[src/rtl/cpu_pkg.sv]
// Shared CPU definitions: opcodes, reset constants, fetch state and IF/ID payload.
package cpu_pkg;

    localparam int unsigned XLEN = 16;

    localparam logic [3:0]      OPC_HLT   = 4'hF;
    localparam logic [XLEN-1:0] NOP_INSTR = 16'h0000;
    localparam logic [XLEN-1:0] PC_RESET  = 16'h0000;

    typedef enum logic {
        RUN    = 1'b0,
        HALTED = 1'b1
    } fetch_state_e;

    typedef struct packed {
        logic [XLEN-1:0] instr;
        logic [XLEN-1:0] pc_plus1;
        logic            valid;
    } if_id_t;

    localparam int unsigned IF_ID_W = $bits(if_id_t);

    // True when the instruction word carries the halt opcode.
    function automatic logic is_hlt(input logic [XLEN-1:0] instr);
        return instr[XLEN-1:XLEN-4] == OPC_HLT;
    endfunction

endpackage

[src/rtl/if_skid_buf.sv]
// One-entry holding register; parks a response that arrives while decode is stalled.
module if_skid_buf #(
    parameter int unsigned W = 33
) (
    input  logic         clk,
    input  logic         rst_n,
    input  logic         load,
    input  logic         clear,
    input  logic [W-1:0] din,
    output logic         valid,
    output logic [W-1:0] dout
);

    logic         vld_q, vld_d;
    logic [W-1:0] data_q, data_d;

    // Clear wins over load so a redirect always empties the entry.
    always_comb begin
        vld_d  = vld_q;
        data_d = data_q;
        if (clear) begin
            vld_d = 1'b0;
        end else if (load) begin
            vld_d  = 1'b1;
            data_d = din;
        end
    end

    // Entry storage.
    always_ff @(posedge clk or negedge rst_n) begin
        if (!rst_n) begin
            vld_q  <= 1'b0;
            data_q <= '0;
        end else begin
            vld_q  <= vld_d;
            data_q <= data_d;
        end
    end

    assign valid = vld_q;
    assign dout  = data_q;

endmodule

[src/rtl/if_stage.sv]
// Instruction fetch: PC, synchronous imem issue, response tracking and the IF/ID register.
module if_stage #(
    parameter logic [15:0] PC_RESET  = cpu_pkg::PC_RESET,
    parameter logic [15:0] NOP_INSTR = cpu_pkg::NOP_INSTR
) (
    input  logic        clk,
    input  logic        rst_n,
    input  logic        stall,
    input  logic        redirect,
    input  logic [15:0] redirect_pc,
    output logic [15:0] imem_addr,
    output logic        imem_rd_en,
    input  logic [15:0] imem_rdata,
    output logic [15:0] if_id_instr,
    output logic [15:0] if_id_pc_plus1,
    output logic        if_id_valid,
    output logic [15:0] pc,
    output logic        fetch_halted
);

    import cpu_pkg::*;

    fetch_state_e      state_q, state_d;
    logic [XLEN-1:0]   pc_q, pc_d;
    logic              rsp_vld_q, rsp_vld_d;
    logic [XLEN-1:0]   rsp_pc_q, rsp_pc_d;
    if_id_t            if_id_q, if_id_d;

    logic              issue_c;
    if_id_t            rsp_entry_c;
    if_id_t            bubble_c;
    logic              skid_load_c;
    logic              skid_clear_c;
    logic              skid_vld;
    logic [IF_ID_W-1:0] skid_dout;

    if_skid_buf #(
        .W (IF_ID_W)
    ) u_skid (
        .clk   (clk),
        .rst_n (rst_n),
        .load  (skid_load_c),
        .clear (skid_clear_c),
        .din   (rsp_entry_c),
        .valid (skid_vld),
        .dout  (skid_dout)
    );

    // Next-state: redirect beats stall beats normal flow; halt is taken when an HLT lands.
    always_comb begin
        state_d      = state_q;
        pc_d         = pc_q;
        rsp_vld_d    = 1'b0;
        rsp_pc_d     = rsp_pc_q;
        if_id_d      = if_id_q;
        skid_load_c  = 1'b0;
        skid_clear_c = 1'b0;

        issue_c = (state_q == RUN) && !stall && !redirect;

        rsp_entry_c.instr    = imem_rdata;
        rsp_entry_c.pc_plus1 = rsp_pc_q + 16'd1;
        rsp_entry_c.valid    = 1'b1;

        bubble_c.instr    = NOP_INSTR;
        bubble_c.pc_plus1 = '0;
        bubble_c.valid    = 1'b0;

        if (redirect) begin
            pc_d         = redirect_pc;
            if_id_d      = bubble_c;
            skid_clear_c = 1'b1;
            state_d      = RUN;
        end else if (stall) begin
            if (rsp_vld_q) begin
                skid_load_c = 1'b1;
                if (is_hlt(imem_rdata)) begin
                    state_d = HALTED;
                end
            end
        end else begin
            if (skid_vld) begin
                if_id_d      = if_id_t'(skid_dout);
                skid_clear_c = 1'b1;
            end else if (rsp_vld_q) begin
                if_id_d = rsp_entry_c;
                if (is_hlt(imem_rdata)) begin
                    state_d = HALTED;
                end
            end else begin
                if_id_d = bubble_c;
            end

            if (issue_c) begin
                pc_d      = pc_q + 16'd1;
                rsp_vld_d = 1'b1;
                rsp_pc_d  = pc_q;
            end
        end
    end

    // Pipeline and control registers.
    always_ff @(posedge clk or negedge rst_n) begin
        if (!rst_n) begin
            state_q          <= RUN;
            pc_q             <= PC_RESET;
            rsp_vld_q        <= 1'b0;
            rsp_pc_q         <= '0;
            if_id_q.instr    <= NOP_INSTR;
            if_id_q.pc_plus1 <= '0;
            if_id_q.valid    <= 1'b0;
        end else begin
            state_q   <= state_d;
            pc_q      <= pc_d;
            rsp_vld_q <= rsp_vld_d;
            rsp_pc_q  <= rsp_pc_d;
            if_id_q   <= if_id_d;
        end
    end

    assign imem_addr      = pc_q;
    assign imem_rd_en     = issue_c;
    assign pc             = pc_q;
    assign if_id_instr    = if_id_q.instr;
    assign if_id_pc_plus1 = if_id_q.pc_plus1;
    assign if_id_valid    = if_id_q.valid;
    assign fetch_halted   = (state_q == HALTED);

endmodule

[config.mk]
export PLATFORM = sky130hd
export DESIGN_NAME = if_stage
export DESIGN_NICKNAME = d
export VERILOG_FILES = /design/src/rtl/cpu_pkg.sv /design/src/rtl/if_skid_buf.sv /design/src/rtl/if_stage.sv
export SDC_FILE = /design/constraint.sdc
export NUM_CORES = 1
export LEC_CHECK = 0
export ABC_AREA = 0
export BUFFER_PORTS_ARGS = -buffer_cell sky130_fd_sc_hd__clkbuf_2
export CAP_MARGIN = 20
export CORE_MARGIN = 2
export CORE_UTILIZATION = 48
export CTS_CLUSTER_SIZE = 8
export DETAILED_ROUTE_END_ITERATION = 10
export PLACE_DENSITY = 0.79
export SLEW_MARGIN = 20
export SYNTH_ARGS = -nofsm -noshare
export SYNTH_HDL_FRONTEND = slang
export SYNTH_SLANG_ARGS = --single-unit
[constraint.sdc]
create_clock -name clk -period 2.1 [get_ports clk]
set_input_delay 0.21 -clock clk [delete_from_list [all_inputs] [get_ports clk]]
set_output_delay 0.21 -clock clk [all_outputs]
set_load 0.02 [all_outputs]
Yosys cells after proc, flatten, opt, wreduce, memory -nomap -nowiden
Index checks and enable logic that the tools add are counted.

Flip-flop bits (word level): 101. Bits in latches: 0. Bits in writable memories: 0. ROM bits: 0. Input bits: 36. Output and inout port bits: 67. Memories: 0.

Add/sub/neg operators: 2. Multiply operators: 0. Divide/modulo/power cells: 0. Magnitude comparators: 0. Eq/ne operators: 3. Shifts and indexed selects: 0. Mux-type cells: 23. Bitwise operators: 4. Reductions and logical operators: 9.

Operators with widths (number): 33-bit two-way mux (4); 16-bit two-way mux (3); 16-bit by 1-bit adder with 16-bit output, second input constant (2); 1-bit two-way mux (16); 4-bit == test, second input constant (1); 1-bit inverter (4); 2-bit AND reduction (2); 2-bit nonzero test (2); 3-bit inequality test, second input constant (1); 3-bit AND reduction (1); 1-bit logical AND (2); 1-bit logical NOT (2); 2-bit by 1-bit inequality test with 1-bit output, second input constant (1).

Depth between registers and ports, before layout
Gate-level depths: netlist of run 1.

Word-level depth: 6. Mapped depth: 7. Gate-level depth less buffers: 5.

Hierarchy
Synthesis of run 1 repeated with hierarchy kept, for this count alone.

Cell total of the unflattened synthesis: 432. Area, all modules: 5019.8 um2.

By module, submodules not included: if_stage (times used 1, cells an instance 358, area an instance 3592.2 um2, sequential area each 1676.6 um2); if_skid_buf (times used 1, cells an instance 74, area an instance 1427.6 um2, sequential area each 850.8 um2).

Worst setup path before layout of run 1
Ideal clock, no wire load.

Kind: reg2reg. Start point: register rsp_pc_q[0]. End point: register if_id_q, in the netlist if_id_pc_plus1[14]. Library setup time: 0.131 ns. Data arrival time: 1.575 ns. Required time: 1.969 ns. Setup slack: 0.394 ns. Stages on the path, launching flop included: 7. Path buffers: 1. Period minus slack after synthesis: 1.706 ns. Cell sequence: dfrtp_1 > ha_1 > clkbuf_1 > inv_1 > nor4_1 > a21oi_1 > or3_1.

Cells in the longest elaborated chain, start to end: 5.

Ends and longest elaborated chain: from (decl) (line if_stage.sv:26) `logic [XLEN-1:0] rsp_pc_q, rsp_pc_d;`; from (signal assigned) (line if_stage.sv:116) `rsp_pc_q <= rsp_pc_d;`; 16-bit by 1-bit adder with 16-bit output (line if_stage.sv:62) `rsp_entry_c.pc_plus1 = rsp_pc_q + 16'd1;`; 33-bit two-way mux (line if_stage.sv:85) `end else if (rsp_vld_q) begin`; 33-bit two-way mux (line if_stage.sv:82) `if (skid_vld) begin`; 33-bit two-way mux (line if_stage.sv:74) `end else if (stall) begin`; 33-bit two-way mux (line if_stage.sv:69) `if (redirect) begin`; to (signal assigned) (line if_stage.sv:117) `if_id_q <= if_id_d;`; to (decl) (line if_stage.sv:27) `if_id_t if_id_q, if_id_d;`.

No other way between the ends. The select of a mux whose other input is x is not followed. A chain may end at the register's enable or synchronous reset.

Final worst setup path of run 1
Start point: register state_q (netlist: fetch_halted). End point: register pc_q[13] (netlist: imem_addr[13]).

Cells in the longest elaborated chain, start to end: 5.

Ends and longest elaborated chain: from (decl) (line if_stage.sv:23) `fetch_state_e state_q, state_d;`; from (signal assigned) (line if_stage.sv:113) `state_q <= state_d;`; 1-bit inverter (line if_stage.sv:59) `issue_c = (state_q == RUN) && !stall && !redirect;`; 1-bit logical AND (2 in a row) (line if_stage.sv:59); 2-bit nonzero test (no source line); 2-bit AND reduction (no source line); to (signal assigned) (line if_stage.sv:114) `pc_q <= pc_d;`; to (decl) (line if_stage.sv:24) `logic [XLEN-1:0] pc_q, pc_d;`.

No other way between the ends.

==> results.json, run 1 <==
{
  "status": "complete, no violations",
  "reg2regPathDepth": 5,
  "synthDistinctLibCells": 51,
  "hold_viol": 0,
  "grt_pass1_vias": 4018,
  "antenna_found_initial": 0,
  "h-tree-depth": 3,
  "finalSetupViolCount": 0,
  "clock-sinks": 101,
  "drt-initial-drc-count": 268,
  "grt_max_degree": 52,
  "finClkSkew_ns": 0.0105,
  "yosysSeqAreaShare": 0.504,
  "p_leak_uw": 0.00268,
  "io_buffers": 102,
  "nets": 638,
  "fmax_mhz": 532,
  "syn_area_um2": 5020,
  "end_kind": "flip-flop",
  "ys_ff_latch": 101,
  "synth-edff-count": 0,
  "reg2reg_from": "fetch_halted",
  "hpwlAfterDp_mm": 8.36,
  "clk_pin_slew_ns": 0.09,
  "regToRegSetupSlack_ns": 0.22,
  "drt_wl_total_mm": 11.7,
  "startpoint": "fetch_halted",
  "fp-row-count": 37,
  "io-pin-count": 103,
  "tightest_slew_ns": 0.400,
  "coreArea_um2": 10200,
  "multiInputGateArea_um2": 2180,
  "final_cell_mix": "dfrtp_1, clkbuf_2, nand2_1",
  "synth_ff_type": "dfrtp_1",
  "rsz0062_at_grt": "no",
  "hold_end": "imem_addr[0]",
  "synth_nets": 555,
  "fin_tns_setup_ns": 0,
  "cts-buffers-inserted": 9,
  "maxCapViolations": 0,
  "cts-root-buf": "clkbuf_8",
  "via_count": 4099,
  "clk_latency_ns": 0.36,
  "dieArea_um2": 11300,
  "slew_violations": 0,
  "async_flop_share": 1.00,
  "die_height_um": 106,
  "cts_tree": "yes",
  "hp-class": "in2reg",
  "min_from": "redirect_pc[0]",
  "fill_cells": 917,
  "wl_per_cell_um": 15.9,
  "synth-warning-count": 0,
  "synthCells": 517,
  "cp.required_ns": 2.39,
  "start_kind": "flip-flop",
  "initial_utilization": 0.490,
  "min_period_ns": 1.88,
  "worst_ir_drop_vdd_v": 0.000340,
  "max_slew_margin": 0.732,
  "path_class": "reg2reg",
  "grt_first_pass_wirelength_mm": 19.7,
  "drc": 0,
  "area_delta_synth_final_pct": 14.8,
  "grt_usage": 0.219,
  "antennaDiodeCount": 0,
  "whs_path_depth": 3,
  "drive_gt1_frac": 0.274,
  "clockBufferDepth": 2,
  "finalCritPeriodShare": 0.895,
  "postSynthAreaPerCell_um2": 9.70,
  "overflow": 0,
  "critPathMaxFanout": 6,
  "dr.pass1.iters": 4,
  "drtAntennaViolNets": 0,
  "reg2reg_to": "imem_addr[13]",
  "critPathArrivalTime_ns": 2.17,
  "p_per_area_nw_per_um2": 776,
  "hold_ws_ns": 0.0471,
  "die_w_um": 106,
  "avgViaCountPerCell": 5.55,
  "gp_congestion": 0.865,
  "seq_area_um2": 2530
}
-- registers in the layout (all words and copies together) (netlist names) --
register,cells
if_id_pc_plus1,16
if_id_instr,16
if_id_valid,1
fetch_halted,1
u_skid.valid,1
rsp_vld_q,1
imem_addr,16
u_skid.dout,33
rsp_pc_q,16
-- layout make-up --
type                            instances  area share
Sequential cell                       101       0.439
Clock inverter                          4     0.00456
Clock buffer                           10      0.0222
Timing Repair Buffer                  122       0.118
Inverter                               13     0.00847
Multi-Input combinational cell        353       0.379
Tap cell                              136      0.0295
-- layer usage --
layer | routed length [um] | GRT usage
met2 | 5440 | 0.357
met4 | 138 | 0.0555
met3 | 599 | 0.0454
met5 | 0 | 0
met1 | 5560 | 0.301
-- stage by stage --
step	power, uW	util	area, um2	cells	setup WS [ns]
CTS	4510	0.563	5760	739	0.231
finish	4470	0.563	5760	739	0.222
floorplan	3110	-	5020	517	0.394
global placement	3410	0.547	5600	724	0.316
global route	4730	0.563	5760	739	0.132
detailed placement	3460	0.547	5600	724	0.262
-- worst max-delay path, stage by stage (launching register included) --
cell	delay (ns)
dfrtp_1	0.45
nand4bb_1	0.36
buf_4	0.25
nor2_1	0.18
or4b_1	0.46
nand3_1	0.09
-- cell usage after synthesis (11+ instances only) --
cell type,count,area share
dfrtp_1,101,0.50
nand2_1,85,0.064
nor3_1,30,0.030
o21ai_0,29,0.029
nor2b_1,23,0.029
a21oi_1,22,0.022
mux2_2,22,0.049
a221oi_1,21,0.037
clkbuf_1,21,0.016
buf_4,17,0.025
nor2_1,17,0.013
xnor2_1,15,0.026
inv_1,13,0.0097
nand3_1,11,0.011
-- worst max-delay path by stage --
stage	end	slack [ns]	depth (start not counted)
4_1_cts	imem_addr[13]	0.23	5
2_1_floorplan	if_id_pc_plus1[14]	0.39	6
5_1_grt	imem_addr[13]	0.13	5
6_report	imem_addr[13]	0.22	5
3_5_place_dp	imem_addr[13]	0.26	5
3_3_place_gp	imem_addr[13]	0.32	5
-- cells by family (layout without fill, tap and decap cells) --
group	count (synthesis)	in the layout	synth area share
compound gates	91	91	0.118
flops	101	101	0.504
simple gates	215	215	0.221
xor+xnor	20	20	0.0349
buf+inv	63	149	0.0621
mux	25	25	0.0554
fa+ha+maj	2	2	0.00499
-- power by group --
part | leakage [uW] | total [uW] | switching, uW | internal, uW
clock network | 0.0000784 | 1050 | 634 | 419
registers | 0.00127 | 2490 | 266 | 2220
logic | 0.00134 | 927 | 541 | 386
-- timing repair --
item	in CTS	in global routing
hold endpoints to repair	26	0
setup buffers	0	0
resized for setup	0	0
hold buffers	1	0
(Power assumes the default switching activity.)
==> inputs of run 2 (changes only) <==
--- a/config.mk
+++ b/config.mk
@@ -5,7 +5,7 @@
 export SDC_FILE = /design/constraint.sdc
 export NUM_CORES = 1
 export LEC_CHECK = 0
-export ABC_AREA = 0
+export ABC_AREA = 1
 export BUFFER_PORTS_ARGS = -buffer_cell sky130_fd_sc_hd__clkbuf_2
 export CAP_MARGIN = 20
 export CORE_MARGIN = 2
==> results.json, run 2 <==
{
  "drtAntennaViolNets": 0,
  "place_area_um2": 5540,
  "clock-sinks": 101,
  "drc": 0,
  "stdcell_count": 821,
  "synthDistinctLibCells": 37,
  "synth_most_common_cell": "nand2_1",
  "critPathArrivalTime_ns": 1.43,
  "pwr-share-clk": 0.260,
  "dr.pass1.iters": 5,
  "max_slew_margin": 0.582,
  "grt_pass1_vias": 4143,
  "coreArea_um2": 10300,
  "finalCritPeriodShare": 0.779,
  "synth_nets": 634,
  "hpwlAfterDp_mm": 8.85,
  "drt_wl_total_mm": 12.1,
  "gp_congestion": 0.881,
  "largest_register_ffs": 33,
  "die_w_um": 107,
  "grt_usage": 0.219,
  "min_period_ns": 1.64,
  "yosysTopAreaCell": "dfrtp_1",
  "cp.required_ns": 1.89,
  "h-tree-depth": 3,
  "postSynthAreaPerCell_um2": 8.47,
  "clockBufferDepth": 2,
  "final_cell_mix": "nand2_1, dfrtp_1, clkbuf_2",
  "synth-edff-count": 0,
  "end_kind": "output pin",
  "post_cts_buffers": 0,
  "die_height_um": 107,
  "finalSetupViolCount": 0,
  "fmax_mhz": 612,
  "switchingPower_uw": 1480,
  "p_sw_frac": 0.336,
  "tightest_slew_ns": 0.627,
  "synth_top_area_share": 0.500,
  "antenna_found_initial": 0,
  "wl_per_cell_um": 14.8,
  "avgViaCountPerCell": 5.26,
  "hp-class": "in2reg",
  "p_seq_frac": 0.546,
  "yosysSeqAreaShare": 0.500,
  "antennaDiodeCount": 0,
  "rsz0062_at_grt": "no",
  "via_count": 4321,
  "synth_ff_type": "dfrtp_1",
  "p_leak_uw": 0.00291,
  "ys_ff_latch": 101,
  "overflow": 0,
  "yosys-top-cells-count": "nand2_1, dfrtp_1, inv_1, nand3_1, o21ai_0",
  "clk_latency_ns": 0.36,
  "cts-buffers-inserted": 9,
  "fill_cells": 941,
  "grt_max_degree": 50,
  "synth-warning-count": 0,
  "async_flop_share": 1.00,
  "drive_gt1_frac": 0.245,
  "layout_commonest_cell": "nand2_1",
  "maxCapViolations": 0,
  "drt-initial-drc-count": 239,
  "io_buffers": 102,
  "fin_tns_setup_ns": 0,
  "worst_ir_drop_vdd_v": 0.000313,
  "fp-row-count": 37,
  "critPathMaxFanout": 16,
  "combPwrFrac": 0.194,
  "grt_first_pass_wirelength_mm": 20.0,
  "status": "complete, no violations",
  "dieArea_um2": 11400,
  "finClkSkew_ns": 0.00689,
  "initial_utilization": 0.491,
  "hold_viol": 0,
  "post_cts_resized": 0,
  "dp.cells": 804,
  "final_cell_area_um2": 5720,
  "cts_tree": "yes",
  "p_total_uw": 4390,
  "io-pin-count": 103,
  "p_per_area_nw_per_um2": 767,
  "internal_power_uw": 2910,
  "synth_area_leaders": "dfrtp_1, nand2_1, nand3_1, inv_1, o21ai_0",
  "start_kind": "flip-flop",
  "nets": 718,
  "syn_area_um2": 5050,
  "synthCells": 596,
  "area_delta_synth_final_pct": 13.3,
  "path_class": "reg2out",
  "cts-root-buf": "clkbuf_8",
  "slew_violations": 0,
  "clk_pin_slew_ns": 0.10
}
[run 2: cell count changes after synthesis, moves of 22 or more]
cell,delta
nor2b_1,-23
inv_1,+38
nand2_1,+113
nor3_1,-26
mux2_2,-22
nand3_1,+30
[run 2: final cells by class]
cell class	instances	area [um2]	share of cell area
clock inverters	7	50.0	0.00875
multi-input cells	398	2020	0.353
clock buffers	9	124	0.0217
well taps	136	170	0.0297
repair buffers	113	611	0.107
flip-flops and latches	101	2530	0.442
inverters	57	219	0.0383
[run 2: path summary, 6_finish.rpt]
kind | startpoint | end | slack, ns | depth (start not counted)
max in group asynchronous | rst_n | rsp_pc_q[10] | 0.98 | 3
min in group asynchronous | rst_n | u_skid.dout[26] | 0.39 | 2
min reg2reg | u_skid.dout[0] | u_skid.dout[0] | 0.48 | 1
max | fetch_halted | imem_rd_en | 0.46 | 4
min | redirect_pc[11] | imem_addr[11] | 0.06 | 3
max reg2reg | imem_addr[0] | imem_addr[14] | 0.56 | 8
[run 2: worst max-delay path, stage by stage (launching register included)]
cell and delay, ns:
dfrtp_1 0.44, inv_1 0.11, nand2_4 0.13, inv_4 0.18, clkbuf_2 0.20
[run 2: what timing repair did]
item / 4_1_cts / 5_1_grt
endpoints found under the setup margin: 0 / 0
hold endpoints to repair: 47 / 0
hold buffers: 1 / 0
[run 2: cell families (layout without fill, tap and decap cells)]
family | count (synthesis) | after routing | share of synthesized area
buffers and inverters | 97 | 186 | 0.0996
DFF | 101 | 101 | 0.500
adders and majority gates | 2 | 2 | 0.00495
and+or+nand+nor | 303 | 303 | 0.263
AOI/OAI and AO/OA | 84 | 84 | 0.116
xor gates and xnor gates | 9 | 9 | 0.0156
[run 2: layer usage]
metal / global-route usage / wire, um / up-vias
li1: - / - / 2085
met1: 0.295 / 5400 / 2045
met2: 0.364 / 5810 / 175
met3: 0.0347 / 774 / 16
met4: 0.0733 / 166 / 0
met5: 0 / 0 / -
[run 2: power groups by stage]
stage | registers [uW] | logic [uW] | clock network, uW
after floorplan | 2450 | 548 | 0
after global placement | 2420 | 828 | 0
after detailed placement | 2430 | 852 | 0
after CTS | 2400 | 858 | 1170
after global routing | 2430 | 955 | 1240
final | 2400 | 850 | 1140
[run 2: metrics by stage]
step | hold WS (ns) | util | setup slack [ns]
after floorplan | -0.0856 | - | 0.636
after global placement | 0.266 | 0.539 | 0.547
after detailed placement | 0.266 | 0.539 | 0.461
after CTS | 0.0487 | 0.557 | 0.468
after global routing | 0.0623 | 0.557 | 0.390
final | 0.0608 | 0.557 | 0.465
